==> src/rtl/ofdm_rx_ctrl_pkg.sv <==
`default_nettype none
// ============================================================================
//  Module      : ofdm_rx_ctrl_pkg
//  Description : Shared state encoding and sizing helpers for the OFDM RX
//                symbol sequencer and its watchdog.
//  Revision    : 1.0  initial release
// ============================================================================
package ofdm_rx_ctrl_pkg;

    typedef enum logic [1:0] {
        ST_IDLE      = 2'd0,
        ST_WAIT_SYNC = 2'd1,
        ST_GUARD     = 2'd2,
        ST_DATA      = 2'd3
    } seq_state_t;

    function automatic int unsigned guard_len(input int unsigned raw_len,
                                              input int unsigned sym_len);
        return raw_len - sym_len;
    endfunction

    function automatic int unsigned cnt_width(input int unsigned n);
        return (n < 2) ? 1 : $clog2(n);
    endfunction

endpackage
`default_nettype wire

==> src/rtl/ofdm_rx_watchdog.sv <==
`default_nettype none
// ============================================================================
//  Module      : ofdm_rx_watchdog
//  Description : Idle-cycle counter; flags a timeout after TIMEOUT cycles
//                without a clear while enabled.
//  Revision    : 1.0  initial release
// ============================================================================
module ofdm_rx_watchdog
    import ofdm_rx_ctrl_pkg::*;
#(
    parameter int unsigned TIMEOUT = 256
) (
    input  logic clk,
    input  logic rst_n,
    input  logic i_clear,
    input  logic i_enable,
    output logic o_timeout
);

    localparam int unsigned    c_W     = cnt_width(TIMEOUT + 1);
    localparam logic [c_W-1:0] c_LIMIT = c_W'(TIMEOUT);

    logic [c_W-1:0] r_count;
    logic           w_expired;

    // A clear in the limit cycle wins, so a late strobe never times out.
    assign w_expired = i_enable && !i_clear && (r_count == c_LIMIT);
    assign o_timeout = w_expired;

    always_ff @(posedge clk or negedge rst_n) begin
        if (!rst_n) begin
            r_count <= '0;
        end else if (i_clear || !i_enable || w_expired) begin
            r_count <= '0;
        end else begin
            r_count <= r_count + c_W'(1);
        end
    end

endmodule
`default_nettype wire

==> src/rtl/ofdm_rx_symbol_sequencer.sv <==
`default_nettype none
// ============================================================================
//  Module      : ofdm_rx_symbol_sequencer
//  Description : Strips the cyclic prefix after sync, forwards useful samples
//                to the FFT with index qualifiers and supervises lock/overflow.
//  Revision    : 1.0  initial release
// ============================================================================
module ofdm_rx_symbol_sequencer
    import ofdm_rx_ctrl_pkg::*;
#(
    parameter int unsigned symbol_length_g     = 64,
    parameter int unsigned raw_symbol_length_g = 80,
    parameter int unsigned symbols_per_frame_g = 3,
    parameter int unsigned timeout_g           = 256
) (
    input  logic                                         sys_clk,
    input  logic                                         sys_rstn,
    input  logic                                         sys_init,
    input  logic                                         rx_data_valid,
    input  logic                                         sync_detect,
    input  logic                                         fft_busy,
    output logic                                         fft_start,
    output logic                                         fft_sample_valid,
    output logic [cnt_width(symbol_length_g)-1:0]        sample_idx,
    output logic [cnt_width(symbols_per_frame_g+1)-1:0]  symbol_idx,
    output logic                                         rx_rcv_data_start,
    output logic                                         frame_done,
    output logic                                         lost_lock,
    output logic                                         overflow_err
);

    localparam int unsigned c_GUARD = guard_len(raw_symbol_length_g, symbol_length_g);
    localparam int unsigned c_CW    = cnt_width(raw_symbol_length_g);
    localparam int unsigned c_SW    = cnt_width(symbol_length_g);
    localparam int unsigned c_YW    = cnt_width(symbols_per_frame_g + 1);

    localparam logic [c_CW-1:0] c_GUARD_LAST = c_CW'(c_GUARD - 1);
    localparam logic [c_CW-1:0] c_DATA_LAST  = c_CW'(symbol_length_g - 1);
    localparam logic [c_YW-1:0] c_SYM_LAST   = c_YW'(symbols_per_frame_g - 1);

    seq_state_t        r_state;
    logic [c_CW-1:0]   r_sample_cnt;
    logic [c_YW-1:0]   r_symbol_cnt;
    logic              r_fft_start;
    logic              r_fft_sample_valid;
    logic [c_SW-1:0]   r_sample_idx;
    logic [c_YW-1:0]   r_symbol_idx;
    logic              r_rx_rcv_data_start;
    logic              r_frame_done;
    logic              r_lost_lock;
    logic              r_overflow_err;

    logic              w_wd_enable;
    logic              w_wd_clear;
    logic              w_timeout;

    assign w_wd_enable = (r_state == ST_GUARD) || (r_state == ST_DATA);
    assign w_wd_clear  = rx_data_valid || sys_init;

    ofdm_rx_watchdog #(
        .TIMEOUT (timeout_g)
    ) u_watchdog (
        .clk       (sys_clk),
        .rst_n     (sys_rstn),
        .i_clear   (w_wd_clear),
        .i_enable  (w_wd_enable),
        .o_timeout (w_timeout)
    );

    always_ff @(posedge sys_clk or negedge sys_rstn) begin
        if (!sys_rstn) begin
            r_state             <= ST_IDLE;
            r_sample_cnt        <= '0;
            r_symbol_cnt        <= '0;
            r_fft_start         <= 1'b0;
            r_fft_sample_valid  <= 1'b0;
            r_sample_idx        <= '0;
            r_symbol_idx        <= '0;
            r_rx_rcv_data_start <= 1'b0;
            r_frame_done        <= 1'b0;
            r_lost_lock         <= 1'b0;
            r_overflow_err      <= 1'b0;
        end else begin
            r_fft_start         <= 1'b0;
            r_fft_sample_valid  <= 1'b0;
            r_rx_rcv_data_start <= 1'b0;
            r_frame_done        <= 1'b0;
            r_lost_lock         <= 1'b0;

            if (sys_init) begin
                r_state        <= ST_WAIT_SYNC;
                r_sample_cnt   <= '0;
                r_symbol_cnt   <= '0;
                r_sample_idx   <= '0;
                r_symbol_idx   <= '0;
                r_overflow_err <= 1'b0;
            end else if (w_timeout) begin
                r_state      <= ST_WAIT_SYNC;
                r_sample_cnt <= '0;
                r_symbol_cnt <= '0;
                r_sample_idx <= '0;
                r_symbol_idx <= '0;
                r_lost_lock  <= 1'b1;
            end else begin
                case (r_state)
                    ST_IDLE: begin
                    end
                    ST_WAIT_SYNC: begin
                        // The sync sample itself is guard sample 0.
                        if (rx_data_valid && sync_detect) begin
                            r_state      <= (c_GUARD == 1) ? ST_DATA : ST_GUARD;
                            r_sample_cnt <= (c_GUARD == 1) ? '0 : c_CW'(1);
                            r_symbol_cnt <= '0;
                            r_sample_idx <= '0;
                            r_symbol_idx <= '0;
                        end
                    end
                    ST_GUARD: begin
                        if (rx_data_valid) begin
                            if (r_sample_cnt == c_GUARD_LAST) begin
                                r_state      <= ST_DATA;
                                r_sample_cnt <= '0;
                            end else begin
                                r_sample_cnt <= r_sample_cnt + c_CW'(1);
                            end
                        end
                    end
                    ST_DATA: begin
                        if (rx_data_valid) begin
                            r_fft_sample_valid  <= 1'b1;
                            r_sample_idx        <= r_sample_cnt[c_SW-1:0];
                            r_symbol_idx        <= r_symbol_cnt;
                            r_fft_start         <= (r_sample_cnt == '0);
                            r_rx_rcv_data_start <= (r_symbol_cnt == '0);
                            if ((r_sample_cnt == '0) && fft_busy) begin
                                r_overflow_err <= 1'b1;
                            end
                            if (r_sample_cnt == c_DATA_LAST) begin
                                r_sample_cnt <= '0;
                                if (r_symbol_cnt == c_SYM_LAST) begin
                                    r_frame_done <= 1'b1;
                                    r_state      <= ST_WAIT_SYNC;
                                end else begin
                                    r_symbol_cnt <= r_symbol_cnt + c_YW'(1);
                                    r_state      <= ST_GUARD;
                                end
                            end else begin
                                r_sample_cnt <= r_sample_cnt + c_CW'(1);
                            end
                        end
                    end
                    default: r_state <= ST_IDLE;
                endcase
            end
        end
    end

    assign fft_start         = r_fft_start;
    assign fft_sample_valid  = r_fft_sample_valid;
    assign sample_idx        = r_sample_idx;
    assign symbol_idx        = r_symbol_idx;
    assign rx_rcv_data_start = r_rx_rcv_data_start;
    assign frame_done        = r_frame_done;
    assign lost_lock         = r_lost_lock;
    assign overflow_err      = r_overflow_err;

endmodule
`default_nettype wire

==> config.mk <==
export PLATFORM = sky130hd
export DESIGN_NAME = ofdm_rx_symbol_sequencer
export DESIGN_NICKNAME = d
export VERILOG_FILES = /design/src/rtl/ofdm_rx_ctrl_pkg.sv /design/src/rtl/ofdm_rx_watchdog.sv /design/src/rtl/ofdm_rx_symbol_sequencer.sv
export SDC_FILE = /design/constraint.sdc
export NUM_CORES = 1
export LEC_CHECK = 0
export ABC_AREA = 1
export ABC_CLOCK_PERIOD_IN_PS = 2200
export CORE_UTILIZATION = 58
export CTS_BUF_LIST = sky130_fd_sc_hd__clkbuf_8
export CTS_CLUSTER_SIZE = 30
export DETAILED_ROUTE_END_ITERATION = 8
export PLACE_DENSITY = 0.81
export SYNTH_ARGS = -nofsm -noshare
export SYNTH_HDL_FRONTEND = slang
export SYNTH_SLANG_ARGS = --single-unit
export TNS_END_PERCENT = 30
==> constraint.sdc <==
create_clock -name sys_clk -period 2.2 [get_ports sys_clk]
set_input_delay 0.44 -clock sys_clk [delete_from_list [all_inputs] [get_ports sys_clk]]
set_output_delay 0.44 -clock sys_clk [all_outputs]
set_load 0.05 [all_outputs]
==> results of run 1 <==
-- cells in the mapped netlist, drive strengths merged --
| library cell | count | area (um2) |
|---|---|---|
| a21boi | 1 | 11.3 |
| a21oi | 4 | 20.0 |
| a22oi | 1 | 7.51 |
| and3 | 1 | 7.51 |
| buf | 1 | 11.3 |
| dfrtp | 34 | 851 |
| ha | 6 | 75.1 |
| inv | 39 | 149 |
| nand2 | 51 | 211 |
| nand3 | 23 | 138 |
| nand4 | 8 | 50.1 |
| nor2 | 35 | 170 |
| nor3 | 5 | 25.0 |
| nor3b | 1 | 7.51 |
| nor4 | 2 | 12.5 |
| o21ai | 22 | 110 |
| o22ai | 1 | 12.5 |
| xor2 | 1 | 8.76 |
-- sequential cells by signal, indices dropped and copies added (netlist names) --
signal,cells
r_state,2
sample_idx,6
u_watchdog.r_count,9
frame_done,1
lost_lock,1
r_sample_cnt,7
rx_rcv_data_start,1
overflow_err,1
fft_start,1
r_symbol_cnt,2
fft_sample_valid,1
symbol_idx,2
-- final cells by class --
| type | count | area [um2] | share of cell area (%) |
|---|---|---|---|
| multi-input combinational | 162 | 867 | 38.9 |
| sequential | 34 | 851 | 38.1 |
| timing repair buffer | 23 | 233 | 10.4 |
| inverter | 39 | 149 | 6.67 |
| clock buffer | 5 | 68.8 | 3.08 |
| tap | 44 | 55.1 | 2.47 |
| clock inverter | 2 | 7.51 | 0.337 |
-- how the worst min path moves through the flow --
| stage | start | end | slack (ns) | cells after the start |
|---|---|---|---|---|
| floorplan | sys_rstn | fft_sample_valid | 0.14 | 0 |
| global placement | u_watchdog.r_count[0] | u_watchdog.r_count[0] | 0.48 | 1 |
| detailed placement | u_watchdog.r_count[0] | u_watchdog.r_count[0] | 0.49 | 1 |
| CTS | u_watchdog.r_count[0] | u_watchdog.r_count[0] | 0.50 | 1 |
| global route | symbol_idx[1] | symbol_idx[1] | 0.53 | 2 |
| finish | u_watchdog.r_count[0] | u_watchdog.r_count[0] | 0.50 | 1 |
-- through the flow --
stage | total power, uW | hold slack (ns) | instance area [um2] | setup WS [ns] | cells
6_report | 1840 | 0.498 | 2230 | 0.272 | 309
5_1_grt | 1960 | 0.530 | 2230 | 0.239 | 309
4_1_cts | 1850 | 0.498 | 2230 | 0.273 | 309
3_5_place_dp | 1430 | 0.489 | 2150 | 0.116 | 302
3_3_place_gp | 1410 | 0.478 | 2150 | 0.175 | 302
2_1_floorplan | 1230 | 0.144 | 1880 | 0.667 | 236
-- layout by cell type, fill, tap and decap left out --
| cell | count |
|---|---|
| o21ai_1 | 1 |
| nand2_2 | 2 |
| nand2_1 | 47 |
| nand2_4 | 2 |
| inv_1 | 36 |
| buf_12 | 1 |
| nor4_1 | 2 |
| o21ai_0 | 21 |
| nand4_1 | 8 |
| xor2_1 | 1 |
| nand3_4 | 1 |
| nor3b_1 | 1 |
| buf_4 | 3 |
| nand3_1 | 20 |
| nor2_4 | 3 |
| a22oi_1 | 1 |
| nand3_2 | 2 |
| nor2_8 | 1 |
| a21boi_2 | 1 |
| nor3_1 | 5 |
| ha_1 | 6 |
| and3_2 | 1 |
| dfrtp_1 | 34 |
| clkbuf_8 | 5 |
| a21oi_1 | 4 |
| o22ai_2 | 1 |
| nor2_1 | 31 |
| inv_4 | 1 |
| inv_2 | 4 |
| clkdlybuf4s50_1 | 19 |
-- logic make-up (layout without fill, tap and decap cells) --
kind of cell / Yosys count / in the layout / synth area share (%)
compound gates: 29 / 29 / 8.59
xor+xnor: 1 / 1 / 0.466
fa+ha+maj: 6 / 6 / 4.00
buf+inv: 40 / 69 / 8.53
flops: 34 / 34 / 45.3
simple gates: 126 / 126 / 33.1
-- per-layer routing --
metal / vias to the layer above / GRT usage [%] / part of all wire (%)
li1: 820 / - / -
met1: 787 / 35.0 / 44
met2: 70 / 40.1 / 46
met3: 12 / 7.03 / 7.8
met4: 0 / 10.5 / 2.1
met5: - / 0 / 0
-- power by group through the flow --
stage / combinational [uW] / sequential (uW) / clock [uW]
global placement: 632 / 777 / 0
detailed placement: 652 / 777 / 0
global route: 735 / 779 / 449
CTS: 660 / 766 / 427
floorplan: 422 / 811 / 0
finish: 659 / 768 / 414
==> reports/qor.csv, run 1 <==
stage,metric,value,unit
setup_path,path length in cells of the critical path,1,
synth,Synth Warn #,0,
clock_network,TritonCTS Buffers,5,
setup_path,FF-to-FF End,r_symbol_cnt[0],
clock_network,CTS tree,yes,
clock_network,Setup Buffers After CTS,0,
detailed_routing,DR iter-0 viols,87,
detailed_routing,# DRC,0,
synth,post-synthesis register bit count,34,
detailed_routing,DR vias/cell,5.47,
clock_network,hold buffers post-CTS,0,
pwr,Psw,719,uW
setup_path,number of buffer and inverter stages on the critical path,1,
cells_and_area,final core occ,73.1,%
setup_path,CP startpoint kind,register,
synth,Mapped Area,1880,um2
sta,"Period Utilization, post-route",87.6,%
clock_network,H-Tree Depth,2,
pwr,switching share of total power,39.1,%
setup_path,R2R setup slack,0.45,ns
setup_path,worst setup path endpoint,symbol_idx[0],
detailed_routing,via count,1689,
floorplan,Starting Density,61.5,%
setup_path,reg2reg start,u_watchdog.r_count[0],
pwr,Pint,1120,uW
floorplan,DIE AREA,3470,um2
setup_path,cell family with most CP delay,buffers and inverters,
setup_path,CP Data Arrival Time,1.49,ns
setup_path,top fanout value on the critical path,2,
sta,Max Clock Freq,0.519,GHz
pwr,sequential power share,41.7,%
hold_path,Worst Hold Class,register to register,
setup_path,critical path class,register to primary output,
setup_path,CP max stage delay,0.83,ns
global_route,first-pass GRT wire length,6540,um
clock_network,CTS root buf,clkbuf_8,
global_route,gr usage total,26.0,%
setup_path,worst setup path startpoint,symbol_idx[0],
floorplan,# rows,20,
setup_path,R2R depth,11,
flow_run,maxcap violations,0,
clock_network,clock sinks,34,
pwr,Lkg Pwr,0.00112,uW
global_route,global route overflow,0,
synth,syn_nets,248,
synth,Yosys cell types,27,
synth,"Seq/Total Area, Yosys",45.3,%
sta,final critical-path required period,1.93,ns
sta,Final Hold Viols,0,
setup_path,"Critical Path, Cell by Cell",clkdlybuf4s50_1,
detailed_routing,routed wire length,3890,um
pwr,Combinational Power Share,35.8,%
global_route,vias in the first global route,1462,
cells_and_area,ratio of cells with drive above 1 in the final layout,10.6,%
sta,post-route setup TNS,0,ns
global_route,initial antenna violation count,0,
pwr,Cell Pwr Density,825,nW/um2
sta,"Slew Viols, Final",0,
cells_and_area,fill count,253,
setup_path,CP required,1.76,ns
sta,RSZ-0062 raised after global routing,false,
floorplan,Core ar.,3050,um2
place,routability cong.,0.948,
synth,Mapped Cells,236,
detailed_routing,First-pass DRT Iterations,5,
sta,clk_skew,0.00516,ns
cells_and_area,Layout area overhead,18.8,%
global_route,pin count of the biggest net entering global routing,35,
run_status,status,finished clean,
clock_network,clk slew on worst S/H paths,0.06,ns
place,DPL Wire Length,2830,um
clock_network,later-pin clock latency in the skew report,0.28,ns
setup_path,slowest CP cell,clkdlybuf4s50_1,
detailed_routing,wire per inst,12.6,um
floorplan,Die H,58.9,um
sta,Slew HR,65.4,%
sta,final setup fails,0,
detailed_routing,ANT nets after route,0,
cells_and_area,# diodes,0,
floorplan,Die W,58.9,um
synth,syn avg cell area,7.96,um2
clock_network,Bufs on Longest Clock Path,2,
pwr,Max VDD drop,454,uV
cells_and_area,Final #Nets,277,
sta,Tightest Pin Transition,0.518,ns
clock_network,PostCTS Resize Cnt,0,
floorplan,I/O pin count,20,
setup_path,Setup crit end kind,primary output,
place,# port buffers,19,
pwr,clock power share,22.5,%
(Power assumes the default switching activity.)
==> run 2: changes to the inputs <==
--- a/config.mk
+++ b/config.mk
@@ -7,11 +7,11 @@
 export LEC_CHECK = 0
 export ABC_AREA = 1
 export ABC_CLOCK_PERIOD_IN_PS = 2200
-export CORE_UTILIZATION = 58
-export CTS_BUF_LIST = sky130_fd_sc_hd__clkbuf_8
+export CORE_UTILIZATION = 56
 export CTS_CLUSTER_SIZE = 30
 export DETAILED_ROUTE_END_ITERATION = 8
-export PLACE_DENSITY = 0.81
+export PLACE_DENSITY = 0.79
+export RECOVER_POWER = 25
 export SYNTH_ARGS = -nofsm -noshare
 export SYNTH_HDL_FRONTEND = slang
 export SYNTH_SLANG_ARGS = --single-unit
==> run 2 against run 1 <==
  * Sequential share of layout area rose by 0.67 points
  * Sequential power about the same
  * Clock power is 14% lower
  * Global-route usage shrank 2.0 points
  * Via count decreased by 3.1%
  * Critical endpoint is now overflow_err
  * Critical path type unchanged
  * Power fell by 5.0%
  * Utilization decreased by 3.0 points
  * Clock skew up 0.0037 ns
  * Non-clock buffer count decreased by 1
  * Critical path depth did not move
==> reports/qor.csv, run 2 (synthesis results as in run 1) <==
stage,metric,value,unit,change
setup_path,CP max stage delay,0.80,ns,was 0.83 ns
setup_path,CP startpoint kind,register,,unchanged
setup_path,reg2reg start,r_sample_cnt[0],,was u_watchdog.r_count[0]
global_route,vias in the first global route,1469,,was 1462
global_route,pin count of the biggest net entering global routing,35,,unchanged
sta,Tightest Pin Transition,0.820,ns,was 0.518 ns
sta,post-route setup TNS,0,ns,unchanged
pwr,Max VDD drop,515,uV,was 454 uV
setup_path,CP required,1.76,ns,about the same
floorplan,DIE AREA,3590,um2,was 3470 um2
sta,"Period Utilization, post-route",88.0,%,was 87.6%
hold_path,hold path cells,1,,unchanged
cells_and_area,max reg flops,9,,unchanged
hold_path,Hold Crit Start,u_watchdog.r_count[0],,unchanged
detailed_routing,DR iter-0 viols,67,,was 87
clock_network,clk slew on worst S/H paths,0.10,ns,was 0.06 ns
global_route,gr usage total,24.1,%,was 26.0%
place,Cell Count Post-Placement,301,,was 302
clock_network,clock sinks,34,,unchanged
detailed_routing,wire per inst,11.9,um,was 12.6 um
place,DPL Wire Length,2780,um,was 2830 um
detailed_routing,# DRC,0,,unchanged
cells_and_area,post-route insts no fill,309,,unchanged
clock_network,Setup Buffers After CTS,0,,unchanged
cells_and_area,"leading cell type in the layout, fill and taps excluded",nand2_1,,unchanged
clock_network,PostCTS Resize Cnt,0,,unchanged
pwr,Cell Pwr Density,798,nW/um2,was 825 nW/um2
sta,"Slew Viols, Final",0,,unchanged
place,placed standard-cell area,2130,um2,was 2150 um2
floorplan,# rows,20,,unchanged
cells_and_area,Final #Nets,276,,was 277
detailed_routing,First-pass DRT Iterations,5,,unchanged
run_status,status,finished clean,,unchanged
clock_network,CTS tree,yes,,unchanged
clock_network,later-pin clock latency in the skew report,0.33,ns,was 0.28 ns
detailed_routing,ANT nets after route,0,,unchanged
sta,clk_skew,0.00889,ns,was 0.00516 ns
setup_path,FF-to-FF End,r_symbol_cnt[0],,unchanged
setup_path,critical path class,register to primary output,,unchanged
cells_and_area,most frequent cells in the layout,"nand2_1, inv_1, dfrtp_1",,unchanged
sta,final setup fails,0,,unchanged
detailed_routing,routed wire length,3670,um,was 3890 um
floorplan,Starting Density,60.0,%,was 61.5%
cells_and_area,largest reg by FF count,u_watchdog.r_count,,unchanged
clock_network,Bufs on Longest Clock Path,2,,unchanged
place,routability cong.,0.857,,was 0.948
place,"worst slack, placed",0.107,ns,was 0.116 ns
pwr,Lkg Pwr,0.00110,uW,was 0.00112 uW
detailed_routing,via count,1636,,was 1689
floorplan,Core ar.,3130,um2,was 3050 um2
setup_path,R2R setup slack,0.40,ns,was 0.45 ns
sta,RSZ-0062 raised after global routing,false,,unchanged
clock_network,hold buffers post-CTS,0,,unchanged
hold_path,"Endpoint, Worst Hold",u_watchdog.r_count[0],,unchanged
global_route,first-pass GRT wire length,6290,um,was 6540 um
setup_path,CP Data Arrival Time,1.50,ns,was 1.49 ns
setup_path,"Critical Path, Cell by Cell",clkdlybuf4s50_1,,unchanged
setup_path,Setup crit end kind,primary output,,unchanged
cells_and_area,cell area after layout,2190,um2,was 2230 um2
place,# port buffers,19,,unchanged
sta,Final Hold Viols,0,,unchanged
clock_network,TritonCTS Buffers,5,,unchanged
setup_path,cell family with most CP delay,buffers and inverters,,unchanged
floorplan,I/O pin count,20,,unchanged
cells_and_area,# diodes,0,,unchanged
global_route,global route overflow,0,,unchanged
floorplan,Die H,59.9,um,was 58.9 um
cells_and_area,ratio of cells with drive above 1 in the final layout,10.9,%,was 10.6%
sta,final critical-path required period,1.94,ns,was 1.93 ns
clock_network,CTS root buf,clkbuf_4,,was clkbuf_8
sta,Slew HR,45.4,%,was 65.4%
setup_path,R2R depth,9,,was 11
detailed_routing,DR vias/cell,5.29,,was 5.47
cells_and_area,Layout area overhead,16.7,%,was 18.8%
hold_path,Worst Hold Class,register to register,,unchanged
sta,Max Clock Freq,0.517,GHz,was 0.519 GHz
setup_path,number of buffer and inverter stages on the critical path,1,,unchanged
floorplan,Die W,59.9,um,was 58.9 um
flow_run,maxcap violations,0,,unchanged
global_route,initial antenna violation count,0,,unchanged
setup_path,top fanout value on the critical path,2,,unchanged
clock_network,H-Tree Depth,2,,unchanged
setup_path,slowest CP cell,clkdlybuf4s50_1,,unchanged
cells_and_area,fill count,263,,was 253
sta,worst setup margin,0.265,ns,was 0.272 ns
[run 2: cell types whose count changed in the layout (fill, tap and decap cells not counted), sizes merged]
cell | before | now
buf | 4 | 2
clkbuf | 5 | 8
clkdlybuf4s50 | 19 | 18
clkinv | 0 | 1
dlygate4sd3 | 0 | 1
inv | 41 | 39
[run 2: how the worst max path moves through the flow]
| stage | start | endpoint | slack [ns] | depth (start not counted) |
|---|---|---|---|---|
| after floorplan | u_watchdog.r_count[0] | r_symbol_cnt[1] | 0.67 | 11 |
| after global placement | sys_init | r_symbol_cnt[0] | 0.14 | 11 |
| after detailed placement | sys_init | r_symbol_cnt[0] | 0.11 | 11 |
| after CTS | overflow_err | overflow_err | 0.25 | 1 |
| after global routing | r_sample_cnt[0] | r_symbol_cnt[1] | 0.17 | 9 |
| final | overflow_err | overflow_err | 0.26 | 1 |
[run 2: layout make-up]
cell class	count	area (um2)	area share, %
Sequential cell	34	851	38.8
Timing Repair Buffer	22	210	9.59
Tap cell	44	55.1	2.51
Inverter	39	149	6.79
Clock inverter	1	5.00	0.228
Multi-Input combinational cell	162	867	39.6
Clock buffer	7	55.1	2.51
[run 2: worst reg2reg max path: stages (launching register included)]
cell     delay (ns)
dfrtp_1        0.48
ha_1           0.29
nand3_2        0.13
nor2_1         0.18
inv_1          0.12
nand4_1        0.22
nand2_1        0.08
nor2_1         0.13
nand2_1        0.07
nand2_1        0.07
[run 2: metal layers]
layer  wire [um]  share of wire [%]  global-route usage (%)
met4          64                1.7                    9.97
met3         194                5.3                    4.11
met2        1590                 43                    36.8
met5           0                  0                       0
met1        1810                 49                    33.7
[run 2: metrics by stage]
step | power [uW] | hold WS [ns] | util [%]
finish | 1750 | 0.488 | 70.1
CTS | 1750 | 0.493 | 70.2
floorplan | 1230 | 0.144 | -
global route | 1870 | 0.522 | 70.1
detailed placement | 1400 | 0.479 | 68.2
global placement | 1390 | 0.478 | 68.2
[run 2: power by group]
part / internal [uW] / switching (uW) / total [uW] / leakage (uW)
sequential: 687 / 82.3 / 770 / 0.000468
combinational: 205 / 418 / 623 / 0.000600
clock: 155 / 202 / 357 / 0.0000353
==> run 3: changes to the inputs <==
--- a/config.mk
+++ b/config.mk
@@ -5,12 +5,11 @@
 export SDC_FILE = /design/constraint.sdc
 export NUM_CORES = 1
 export LEC_CHECK = 0
-export ABC_AREA = 1
 export ABC_CLOCK_PERIOD_IN_PS = 2200
-export CORE_UTILIZATION = 56
+export CORE_UTILIZATION = 55
 export CTS_CLUSTER_SIZE = 30
 export DETAILED_ROUTE_END_ITERATION = 8
-export PLACE_DENSITY = 0.79
+export PLACE_DENSITY = 0.78
 export RECOVER_POWER = 25
 export SYNTH_ARGS = -nofsm -noshare
 export SYNTH_HDL_FRONTEND = slang
==> run 3 against run 2 <==
  * Critical path type unchanged
  * Sequential cell count stayed put
  * Final cell count is 21% lower
  * Register-to-register slack worse by 0.07 ns
  * Count of clock-buffer cells in the layout is 1 higher
  * Synthesized cell count is 26% lower
  * Critical endpoint is now sample_idx[3]
==> reports/qor.csv, run 3 <==
stage,metric,value,unit,change
sta,RSZ-0062 raised after global routing,false,,unchanged
sta,final critical-path required period,1.97,ns,was 1.94 ns
cells_and_area,# diodes,0,,unchanged
detailed_routing,DR vias/cell,5.88,,was 5.29
detailed_routing,via count,1441,,was 1636
hold_path,Worst Hold Class,register to register,,unchanged
cells_and_area,largest reg by FF count,u_watchdog.r_count,,unchanged
synth,Synth area leader,dfrtp_1,,unchanged
floorplan,Starting Density,58.0,%,was 60.0%
synth,post-synthesis register bit count,34,,unchanged
synth,Synth top area share,48.1,%,was 45.3%
global_route,pin count of the biggest net entering global routing,35,,unchanged
cells_and_area,Reg area,851,um2,unchanged
setup_path,CP max stage delay,0.81,ns,was 0.80 ns
place,DPL Wire Length,2750,um,was 2780 um
synth,ys async rst share,100,%,unchanged
flow_run,maxcap violations,0,,unchanged
synth,commonest cells in the netlist,"dfrtp_1, nand2_1, nand3_1",,"was nand2_1, dfrtp_1, inv_1"
sta,clk_skew,0.00475,ns,was 0.00889 ns
global_route,global route overflow,0,,unchanged
sta,Max Clock Freq,0.508,GHz,was 0.517 GHz
setup_path,CP Data Arrival Time,1.53,ns,was 1.50 ns
clock_network,hold buffers post-CTS,0,,unchanged
global_route,vias in the first global route,1433,,was 1469
clock_network,CTS root buf,clkbuf_4,,unchanged
place,placed standard-cell area,2020,um2,was 2130 um2
synth,most common cell in the synthesized netlist,dfrtp_1,,was nand2_1
sta,final setup fails,0,,unchanged
synth,dominant cells by area after synthesis,"dfrtp_1, ha_1, a22o_1",,"was dfrtp_1, nand2_1, inv_1"
clock_network,Setup Buffers After CTS,0,,unchanged
setup_path,CP startpoint kind,register,,unchanged
global_route,gr usage total,24.5,%,was 24.1%
setup_path,top fanout value on the critical path,2,,unchanged
clock_network,H-Tree Depth,2,,unchanged
sta,Slew HR,46.0,%,was 45.4%
cells_and_area,cell area after layout,2100,um2,was 2190 um2
detailed_routing,ANT nets after route,0,,unchanged
global_route,initial antenna violation count,0,,unchanged
clock_network,CTS tree,yes,,unchanged
place,"worst slack, placed",0.139,ns,was 0.107 ns
synth,Mapped Area,1770,um2,was 1880 um2
setup_path,number of buffer and inverter stages on the critical path,1,,unchanged
clock_network,later-pin clock latency in the skew report,0.34,ns,was 0.33 ns
run_status,status,finished clean,,unchanged
synth,syn avg cell area,10.2,um2,was 7.96 um2
cells_and_area,"leading cell type in the layout, fill and taps excluded",dfrtp_1,,was nand2_1
detailed_routing,routed wire length,3680,um,was 3670 um
synth,"Seq/Total Area, Yosys",48.1,%,was 45.3%
floorplan,I/O pin count,20,,unchanged
detailed_routing,# DRC,0,,unchanged
sta,Tightest Pin Transition,0.810,ns,was 0.820 ns
place,# port buffers,19,,unchanged
pwr,Max VDD drop,391,uV,was 515 uV
synth,syn_nets,186,,was 248
synth,Mapped Cells,174,,was 236
global_route,first-pass GRT wire length,6270,um,was 6290 um
detailed_routing,wire per inst,15.0,um,was 11.9 um
cells_and_area,most frequent cells in the layout,"dfrtp_1, clkdlybuf4s50_1, nand2_1",,"was nand2_1, inv_1, dfrtp_1"
setup_path,Setup crit end kind,primary output,,unchanged
cells_and_area,fill count,259,,was 263
floorplan,# rows,20,,unchanged
clock_network,Bufs on Longest Clock Path,2,,unchanged
floorplan,Die H,58.7,um,was 59.9 um
clock_network,TritonCTS Buffers,5,,unchanged
clock_network,clk slew on worst S/H paths,0.10,ns,about the same
cells_and_area,final core occ,68.6,%,was 70.1%
detailed_routing,DR iter-0 viols,72,,was 67
clock_network,PostCTS Resize Cnt,0,,unchanged
sta,"Period Utilization, post-route",89.5,%,was 88.0%
sta,Final Hold Viols,0,,unchanged
cells_and_area,multi-input logic area,845,um2,was 867 um2
synth,Post-synth EDFFs,0,,unchanged
pwr,Cell Pwr Density,653,nW/um2,was 798 nW/um2
sta,worst setup margin,0.230,ns,was 0.265 ns
setup_path,"Critical Path, Cell by Cell",clkdlybuf4s50_1,,unchanged
synth,Yosys cell types,46,,was 27
setup_path,critical path class,register to primary output,,unchanged
detailed_routing,First-pass DRT Iterations,6,,was 5
sta,"Slew Viols, Final",0,,unchanged
pwr,Lkg Pwr,0.000900,uW,was 0.00110 uW
sta,post-route setup TNS,0,ns,unchanged
cells_and_area,Final #Nets,212,,was 276
clock_network,clock sinks,34,,unchanged
cells_and_area,ratio of cells with drive above 1 in the final layout,13.4,%,was 10.9%
cells_and_area,Layout area overhead,18.4,%,was 16.7%
floorplan,DIE AREA,3450,um2,was 3590 um2
setup_path,cell family with most CP delay,buffers and inverters,,unchanged
synth,"Top FF cell, synth",dfrtp_1,,unchanged
setup_path,slowest CP cell,clkdlybuf4s50_1,,unchanged
floorplan,Die W,58.7,um,was 59.9 um
floorplan,Core ar.,3050,um2,was 3130 um2
synth,Synth Warn #,0,,unchanged
place,routability cong.,0.937,,was 0.857
setup_path,CP required,1.76,ns,about the same
cells_and_area,max reg flops,9,,unchanged
run 3: cell families after synthesis:
logic type      synth area share, %
simple gates                   22.8
compound gates                 18.2
flops                          48.1
buf+inv                        4.24
fa+ha+maj                      4.24
xor+xnor                       2.47
run 3: path summary, 6_finish.rpt:
path	startpoint	endpoint	slack (ns)	depth (start not counted)
worst max-delay path	sample_idx[3]	sample_idx[3]	0.23	1
worst min-delay path	r_symbol_cnt[0]	symbol_idx[0]	0.50	1
worst max register to register	u_watchdog.r_count[3]	r_sample_cnt[5]	0.33	5
worst min register to register	r_symbol_cnt[0]	symbol_idx[0]	0.50	1
max in group asynchronous	sys_rstn	r_sample_cnt[1]	0.99	2
min in group asynchronous	sys_rstn	fft_start	0.70	2
run 3: per-layer routing:
| metal | wire length, um | vias up | global-route usage (%) | share of wire (%) |
|---|---|---|---|---|
| li1 | - | 678 | - | - |
| met1 | 1550 | 682 | 28.8 | 42 |
| met2 | 1750 | 64 | 40.4 | 48 |
| met3 | 264 | 17 | 8.13 | 7.2 |
| met4 | 111 | 0 | 11.6 | 3.0 |
| met5 | 0 | - | 0 | 0 |
run 3: final cells by class:
| class | count | share of cell area, % |
|---|---|---|
| repair buffers | 25 | 11.1 |
| clock buffers | 8 | 3.76 |
| well taps | 44 | 2.63 |
| flip-flops and latches | 34 | 40.6 |
| multi-input cells | 125 | 40.3 |
| inverters | 9 | 1.61 |
run 3: per-stage QoR:
stage | hold WS [ns] | power (uW) | cells
3_5_place_dp | 0.488 | 956 | 237
5_1_grt | 0.531 | 1430 | 245
6_report | 0.505 | 1370 | 245
4_1_cts | 0.487 | 1380 | 245
3_3_place_gp | 0.482 | 948 | 237
2_1_floorplan | 0.144 | 873 | 174
run 3: worst register-to-register path, stage by stage, from the launching register on:
cell and delay, ns:
dfrtp_1 0.45, nor4_4 0.47, a21boi_0 0.22, buf_4 0.19
a311o_1 0.26, a21o_1 0.17
run 3: report_power, final:
group          switching (uW)  total, uW  internal [uW]
Combinational             149        247           98.6
Sequential               48.8        700            651
Clock                     203        421            218
Total                     400       1370            968
